==> config.mk <==
export PLATFORM = sky130hd
export DESIGN_NAME = uart_rx_param
export DESIGN_NICKNAME = d
export VERILOG_FILES = /design/src/rtl/uart_rx_param.sv
export SDC_FILE = /design/constraint.sdc
export NUM_CORES = 1
export LEC_CHECK = 0
export ABC_AREA = 1
export CORE_MARGIN = 2
export CORE_UTILIZATION = 45
export DETAILED_ROUTE_END_ITERATION = 16
export PLACE_DENSITY = 0.7
export SYNTH_ARGS = -nofsm -noshare
export SYNTH_HDL_FRONTEND = slang
export SYNTH_SLANG_ARGS = --single-unit
==> constraint.sdc <==
create_clock -name clk -period 4.5 [get_ports clk]
set_input_delay 0.675 -clock clk [delete_from_list [all_inputs] [get_ports clk]]
set_output_delay 0.675 -clock clk [all_outputs]
set_load 0.1 [all_outputs]
==> src/rtl/uart_rx_param.sv <==
// Parametrised UART receiver: 2-FF synchroniser, 3-point majority vote per bit,
// false-start rejection, parity/framing/overrun flags, break hold-off, valid/ready output.
module uart_rx_param #(
    parameter int CLK_DIV    = 28,
    parameter int OVERSAMPLE = 16,
    parameter int DATA_BITS  = 8,
    parameter int PARITY     = 0,
    parameter int STOP_BITS  = 1
) (
    input  logic                 clk,
    input  logic                 rst,
    input  logic                 rxd,
    output logic [DATA_BITS-1:0] dout,
    output logic                 dout_valid,
    input  logic                 dout_ready,
    output logic                 parity_err,
    output logic                 frame_err,
    output logic                 overrun,
    output logic                 busy
);

    localparam int M  = OVERSAMPLE / 2;
    localparam int TW = (CLK_DIV > 1) ? $clog2(CLK_DIV) : 1;
    localparam int SW = $clog2(OVERSAMPLE);
    localparam int BW = $clog2(DATA_BITS + 1);
    localparam logic ODD = (PARITY == 1);

    localparam logic [2:0] S_IDLE   = 3'd0;
    localparam logic [2:0] S_START  = 3'd1;
    localparam logic [2:0] S_DATA   = 3'd2;
    localparam logic [2:0] S_PARITY = 3'd3;
    localparam logic [2:0] S_STOP   = 3'd4;
    localparam logic [2:0] S_BREAK  = 3'd5;

    logic [2:0]           state;
    logic                 rxd_m, rxd_s, rxd_d;
    logic [TW-1:0]        tick_cnt;
    logic [SW-1:0]        samp_cnt;
    logic [BW-1:0]        bit_cnt;
    logic                 stop_cnt;
    logic                 smp0, smp1;
    logic [DATA_BITS-1:0] data;
    logic                 perr, ferr;
    logic                 deliver;

    logic tick, decide, vote, fall, par_exp;

    assign tick    = (tick_cnt == TW'(CLK_DIV - 1));
    assign decide  = tick && (samp_cnt == SW'(M + 1));
    // third sample is the live synchronised value at the decision tick
    assign vote    = (smp0 & smp1) | (smp0 & rxd_s) | (smp1 & rxd_s);
    assign fall    = rxd_d & ~rxd_s;
    assign par_exp = (^data) ^ ODD;
    assign busy    = (state != S_IDLE);

    always_ff @(posedge clk) begin
        if (rst) begin
            state      <= S_IDLE;
            rxd_m      <= 1'b1;
            rxd_s      <= 1'b1;
            rxd_d      <= 1'b1;
            tick_cnt   <= '0;
            samp_cnt   <= '0;
            bit_cnt    <= '0;
            stop_cnt   <= 1'b0;
            smp0       <= 1'b1;
            smp1       <= 1'b1;
            data       <= '0;
            perr       <= 1'b0;
            ferr       <= 1'b0;
            deliver    <= 1'b0;
            dout       <= '0;
            dout_valid <= 1'b0;
            parity_err <= 1'b0;
            frame_err  <= 1'b0;
            overrun    <= 1'b0;
        end else begin
            rxd_m   <= rxd;
            rxd_s   <= rxd_m;
            rxd_d   <= rxd_s;
            deliver <= 1'b0;
            overrun <= 1'b0;

            case (state)
                S_IDLE: begin
                    tick_cnt <= '0;
                    samp_cnt <= '0;
                    if (fall) begin
                        state <= S_START;
                        perr  <= 1'b0;
                        ferr  <= 1'b0;
                    end
                end
                S_BREAK: begin
                    if (rxd_s)
                        state <= S_IDLE;
                end
                default: begin
                    if (tick) begin
                        tick_cnt <= '0;
                        samp_cnt <= (samp_cnt == SW'(OVERSAMPLE - 1)) ? '0 : samp_cnt + 1'b1;
                        if (samp_cnt == SW'(M - 1))
                            smp0 <= rxd_s;
                        if (samp_cnt == SW'(M))
                            smp1 <= rxd_s;
                    end else begin
                        tick_cnt <= tick_cnt + 1'b1;
                    end

                    if (decide) begin
                        case (state)
                            S_START: begin
                                bit_cnt <= '0;
                                state   <= vote ? S_IDLE : S_DATA;
                            end
                            S_DATA: begin
                                data    <= {vote, data[DATA_BITS-1:1]};
                                bit_cnt <= bit_cnt + 1'b1;
                                if (bit_cnt == BW'(DATA_BITS - 1)) begin
                                    stop_cnt <= 1'b0;
                                    state    <= (PARITY != 0) ? S_PARITY : S_STOP;
                                end
                            end
                            S_PARITY: begin
                                perr  <= (vote != par_exp);
                                state <= S_STOP;
                            end
                            default: begin
                                if (!vote)
                                    ferr <= 1'b1;
                                if (stop_cnt == 1'(STOP_BITS - 1)) begin
                                    deliver <= 1'b1;
                                    state   <= vote ? S_IDLE : S_BREAK;
                                end else begin
                                    stop_cnt <= 1'b1;
                                end
                            end
                        endcase
                    end
                end
            endcase

            // a fresh word takes priority over a same-cycle accept
            if (deliver) begin
                dout       <= data;
                parity_err <= perr;
                frame_err  <= ferr;
                dout_valid <= 1'b1;
                overrun    <= dout_valid & ~dout_ready;
            end else if (dout_valid && dout_ready) begin
                dout_valid <= 1'b0;
            end
        end
    end

endmodule

### After elaboration in Yosys (flattened, before gate mapping)

Index checks and enable logic that the tools add are counted.

| operators by class | value |
|---|---|
| magnitude comparators | 0 |
| div/mod/pow operators | 0 |
| equality and inequality tests | 18 |
| $add $sub $neg | 3 |
| shift-type cells | 0 |
| multiply operators | 0 |
| bitwise gates (word level) | 14 |
| reductions and logical operators | 25 |
| muxes and demuxes | 29 |

Operators with widths:

| operator | number |
|---|---|
| 2-to-1 mux 3 bit | 6 |
| case mux 4 bit (2 select lines) | 2 |
| equality test 4 bit, second input constant | 3 |
| AND reduction 3 bit | 4 |
| 2-to-1 mux 1 bit | 11 |
| case mux 5 bit (2 select lines) | 1 |
| AND reduction 5 bit | 2 |
| nonzero test 2 bit | 5 |
| case mux 3 bit (3 select lines) | 1 |
| adder 4 x 1 -> 4 bit, second input constant | 2 |
| equality test 4 x 3 -> 1 bit, second input constant | 2 |
| 2-to-1 mux 4 bit | 2 |
| AND reduction 4 bit | 2 |
| parity 8 bit | 1 |
| inverter 1 bit | 7 |
| OR reduction 7 bit | 1 |
| equality test 3 x 2 -> 1 bit, second input constant | 2 |
| != test 2 bit, second input constant | 3 |
| != test 6 x 1 -> 1 bit, second input constant | 1 |
| case mux 1 bit (2 select lines) | 3 |
| case mux 3 bit (2 select lines) | 1 |
| nonzero test 3 bit | 2 |
| OR reduction 2 bit | 3 |
| adder 5 x 1 -> 5 bit, second input constant | 1 |
| 14 further kinds | 21 |

| storage, ports and cells | value |
|---|---|
| bits in writable memories | 0 |
| bits in read-only memories | 0 |
| latch bits | 0 |
| memories kept | 0 |
| output and inout port bits | 13 |
| register bits | 45 |

### Longest topological paths before layout

| depth | value |
|---|---|
| word-level depth | 8 |
| gate-level depth with buffers | 11 |
| gate-level depth less buffers | 11 |

### Worst setup path before layout

No wires, ideal clock.

| timing | value |
|---|---|
| path type | register to output |
| start | register dout_valid |
| end | output dout_valid |
| data required time | 3.825 ns |
| arrival | 0.924 ns |
| stages on the path, launching flop included | 1 |
| setup slack | 2.901 ns |
| path through | dfxtp_1 |

RTL lines:

| item | line | text |
|---|---|---|
| start: declaration | 14 | `output logic dout_valid,` |
| start signal: assignment | 73 | `dout_valid <= 1'b0;` |
| start signal: assignment | 148 | `dout_valid <= 1'b1;` |
| start signal: assignment | 151 | `dout_valid <= 1'b0;` |

No word-level cell between the ends.

### Final worst setup path

| timing | value |
|---|---|
| start | register state[0] |
| end | output busy |

| on the way | value |
|---|---|
| longest elaborated chain between the ends | 1 |

Ends and longest elaborated chain:

| item | line | text |
|---|---|---|
| start: declaration | 35 | `logic [2:0] state;` |
| start signal: assignment | 114 | `state <= vote ? S_IDLE : S_DATA;` |
| start signal: assignment | 121 | `state <= (PARITY != 0) ? S_PARITY : S_STOP;` |
| start signal: assignment | 133 | `state <= vote ? S_IDLE : S_BREAK;` |
| nonzero test 3 bit | 54 | `assign busy = (state != S_IDLE);` |
| end: declaration | 19 | `output logic busy` |

Every way passes these cells.

==> run_results.csv <==
group,metric,value,unit
outcome,status,"finished, final reports clean",
detailed_routing,viasPerCell,5.097,
yosys,synth-xor-area-share,0.01671,
layout,final_common_cell,"nand2_1",
placed_design,preCtsSetupSlack,1.877,ns
clocking,cts_setup_buffers,0,
global_route,grt_pass1_vias,1619,
detailed_routing,drtAntennaViolNets,0,
layout,fin_util,0.5434,
placed_design,gp_congestion,0.9119,
clocking,clkLatencyLatePin,0.30,ns
yosys,ys_ff_latch,44,
timing,period_share,0.6404,
setup_path,end_kind,"output pin",
floorplanning,die_height,72.27,microns
yosys,avgSynthCellArea,7.436,sq um
layout,nNetsFinal,306,
yosys,synth_top_area_cell,"dfxtp_1",
global_route,grt_util_all_layers,0.1696,
yosys,synthCells,282,
setup_path,path_max_fanout,9,
yosys,syn-num-nets,291,
timing,timing.final.ws_setup,1.618,ns
setup_path,required,3.83,ns
global_route,gr-total-overflow,0,
layout,stdcell_count,350,
timing,grt_setup_unrepaired,"no",
clocking,cts_buffer_depth,2,
power,switching_share,0.3592,
power,power,1.084,mW
flow_run,drv_cap,0,
timing,fin_setup_tns,0,ns
layout,multi_input_area,0.001027,sq mm
power,switchingPower,389.2,uW
floorplanning,die-area,0.005222,sq mm
placed_design,place_hpwl,2845,microns
floorplanning,fp.dieW,72.27,microns
hold_path,hold_class,"reg2reg",
yosys,synthMuxAreaShare,0,
placed_design,portBuffers,16,
yosys,synth_area,0.002097,sq mm
layout,ff_latch_area,880.8,sq um
detailed_routing,first_pass_iters,4,
detailed_routing,drtIter0Drc,85,
yosys,yosys.area_share.adder,0.02983,
floorplanning,core-area,0.004414,sq mm
timing,hold_violations,0,
setup_path,startpoint_type,"flop",
detailed_routing,drcViolationCount,0,
power,pwr-share-clk,0.292,
timing,fin_worst_skew,0.008976,ns
clocking,htree_levels,2,
yosys,synth_top_family_by_area,"simple AND/OR/NAND/NOR gates",
yosys,yosys.area.top_type_share,0.4200,
timing,setup_violations,0,
layout,synthToLayoutAreaGrowth,14.38,%
detailed_routing,wl_per_cell,11.31,microns
clocking,cts_tree,"built",
power,p_leak,0.9847,nW
global_route,grt_max_degree,28,
clocking,clockRootBuffer,"clkbuf_8",
setup_path,arrival,2.21,ns
yosys,ys_top_cells_by_area,"dfxtp_1 42%, nand2_1 10%, o21ai_0 6.7%",
clocking,hold_buffers,0,
yosys,yosysWarnings,0,
yosys,yosysSeqAreaShare,0.4200,
yosys,ys_types,39,
layout,drive_above_1_share,0.1007,
power,p_comb_frac,0.307,
layout,fillers,406,
yosys,synthSimpleGateAreaFrac,0.2763,
power,internal_power,694.5,uW
setup_path,worstSetupPathType,"reg2out",
timing,fmax,0.3470,GHz
clocking,post_cts_resized,0,
layout,insertedDiodeCount,0,
global_route,grt_first_pass_wirelength,6989,microns
placed_design,placed_cells,342,
clocking,path_clk_slew,0.08,ns
clocking,cts.sinks,44,
clocking,numCtsBuffers,5,
timing,worst_pin_slew,0.9717,ns
power,seq_power_share,0.401,
power,powerDensity,451.8,mW/mm^2
timing,final_max_slew_viol_count,0,
power,vdd_drop_max,0.2283,mV
timing,min_period,2.882,ns
global_route,antenna_found_initial,0,
timing,slew_headroom,0.3502,
floorplanning,start_util,0.4751,
floorplanning,io_pins,17,
yosys,synth_compound_area_frac,0.1671,
floorplanning,rows,24,
detailed_routing,totalWireLength,3959,microns
detailed_routing,vias,1784,
layout,final_cell_mix,"58 x nand2_1, 44 x dfxtp_1, 33 x inv_1, 28 x o21ai_0, 25 x a21oi_1",
## power groups by stage
stage          clock network [mW]  registers [mW]  logic (mW)
3_3_place_gp                    0           0.443       0.333
4_1_cts                     0.325           0.435       0.335
6_report                    0.316           0.435       0.333
3_5_place_dp                    0           0.444       0.335
5_1_grt                     0.340           0.439       0.369
2_1_floorplan                   0           0.436       0.291
## flip-flops by register name, summed over array words and instances (netlist names), 3 cells and up
signal,count
state,3
bit_cnt,4
tick_cnt,5
dout,8
samp_cnt,4
data,8
## Yosys cell counts (all sizes together)
cell,number
nand2,62
dfxtp,44
inv,37
o21ai,29
a21oi,26
nor2,24
nand3,18
clkbuf,5
ha,5
nand4,5
nor3,4
or2,4
buf,3
xor2,3
a21o,2
nor3b,2
a2111oi,1
a41oi,1
clkinv,1
nor4,1
o22ai,1
o311ai,1
o31ai,1
o32ai,1
xnor2,1
## path summary, 6_finish.rpt
| check | slack, ns | cells after the start | startpoint | to |
|---|---|---|---|---|
| setup reg to reg | 2.88 | 8 | tick_cnt[1] | ferr |
| hold reg to reg | 0.42 | 1 | rxd_m | rxd_s |
| hold / removal | 0.42 | 1 | rxd_m | rxd_s |
| setup / recovery | 1.62 | 3 | state[0] | busy |
## stage by stage
stage	hold slack (ns)	instance area (sq um)
6_report	0.4245	2399
2_1_floorplan	0.3895	2097
4_1_cts	0.4336	2399
3_3_place_gp	0.3989	2277
5_1_grt	0.4525	2399
3_5_place_dp	0.4038	2277
## worst max-delay path, stage by stage (launching register included)
cell and delay (ns):
dfxtp_1 0.51, inv_1 0.12, nand3_4 0.13, clkdlybuf4s50_1 1.15
## per-layer routing
layer | global-route usage | vias to the layer above | part of all wire
li1 | - | 956 | -
met1 | 0.2219 | 799 | 0.50
met2 | 0.2640 | 25 | 0.46
met3 | 0.05694 | 4 | 0.032
met4 | 0.05451 | 0 | 0.0093
met5 | 0 | - | 0
## logic make-up after synthesis
| family | Yosys count |
|---|---|
| AOI/OAI and AO/OA | 63 |
| xor gates and xnor gates | 4 |
| adders and majority gates | 5 |
| buffers and inverters | 46 |
| DFF | 44 |
| and+or+nand+nor | 120 |
## layout make-up
| cell class | instances | area share |
|---|---|---|
| Clock buffer | 6 | 0.03443 |
| Clock inverter | 2 | 0.01617 |
| Inverter | 38 | 0.05999 |
| Multi-Input combinational cell | 192 | 0.4283 |
| Sequential cell | 44 | 0.3672 |
| Tap cell | 52 | 0.02713 |
| Timing Repair Buffer | 16 | 0.06677 |
No activity file was read; power rests on OpenSTA's default activity.
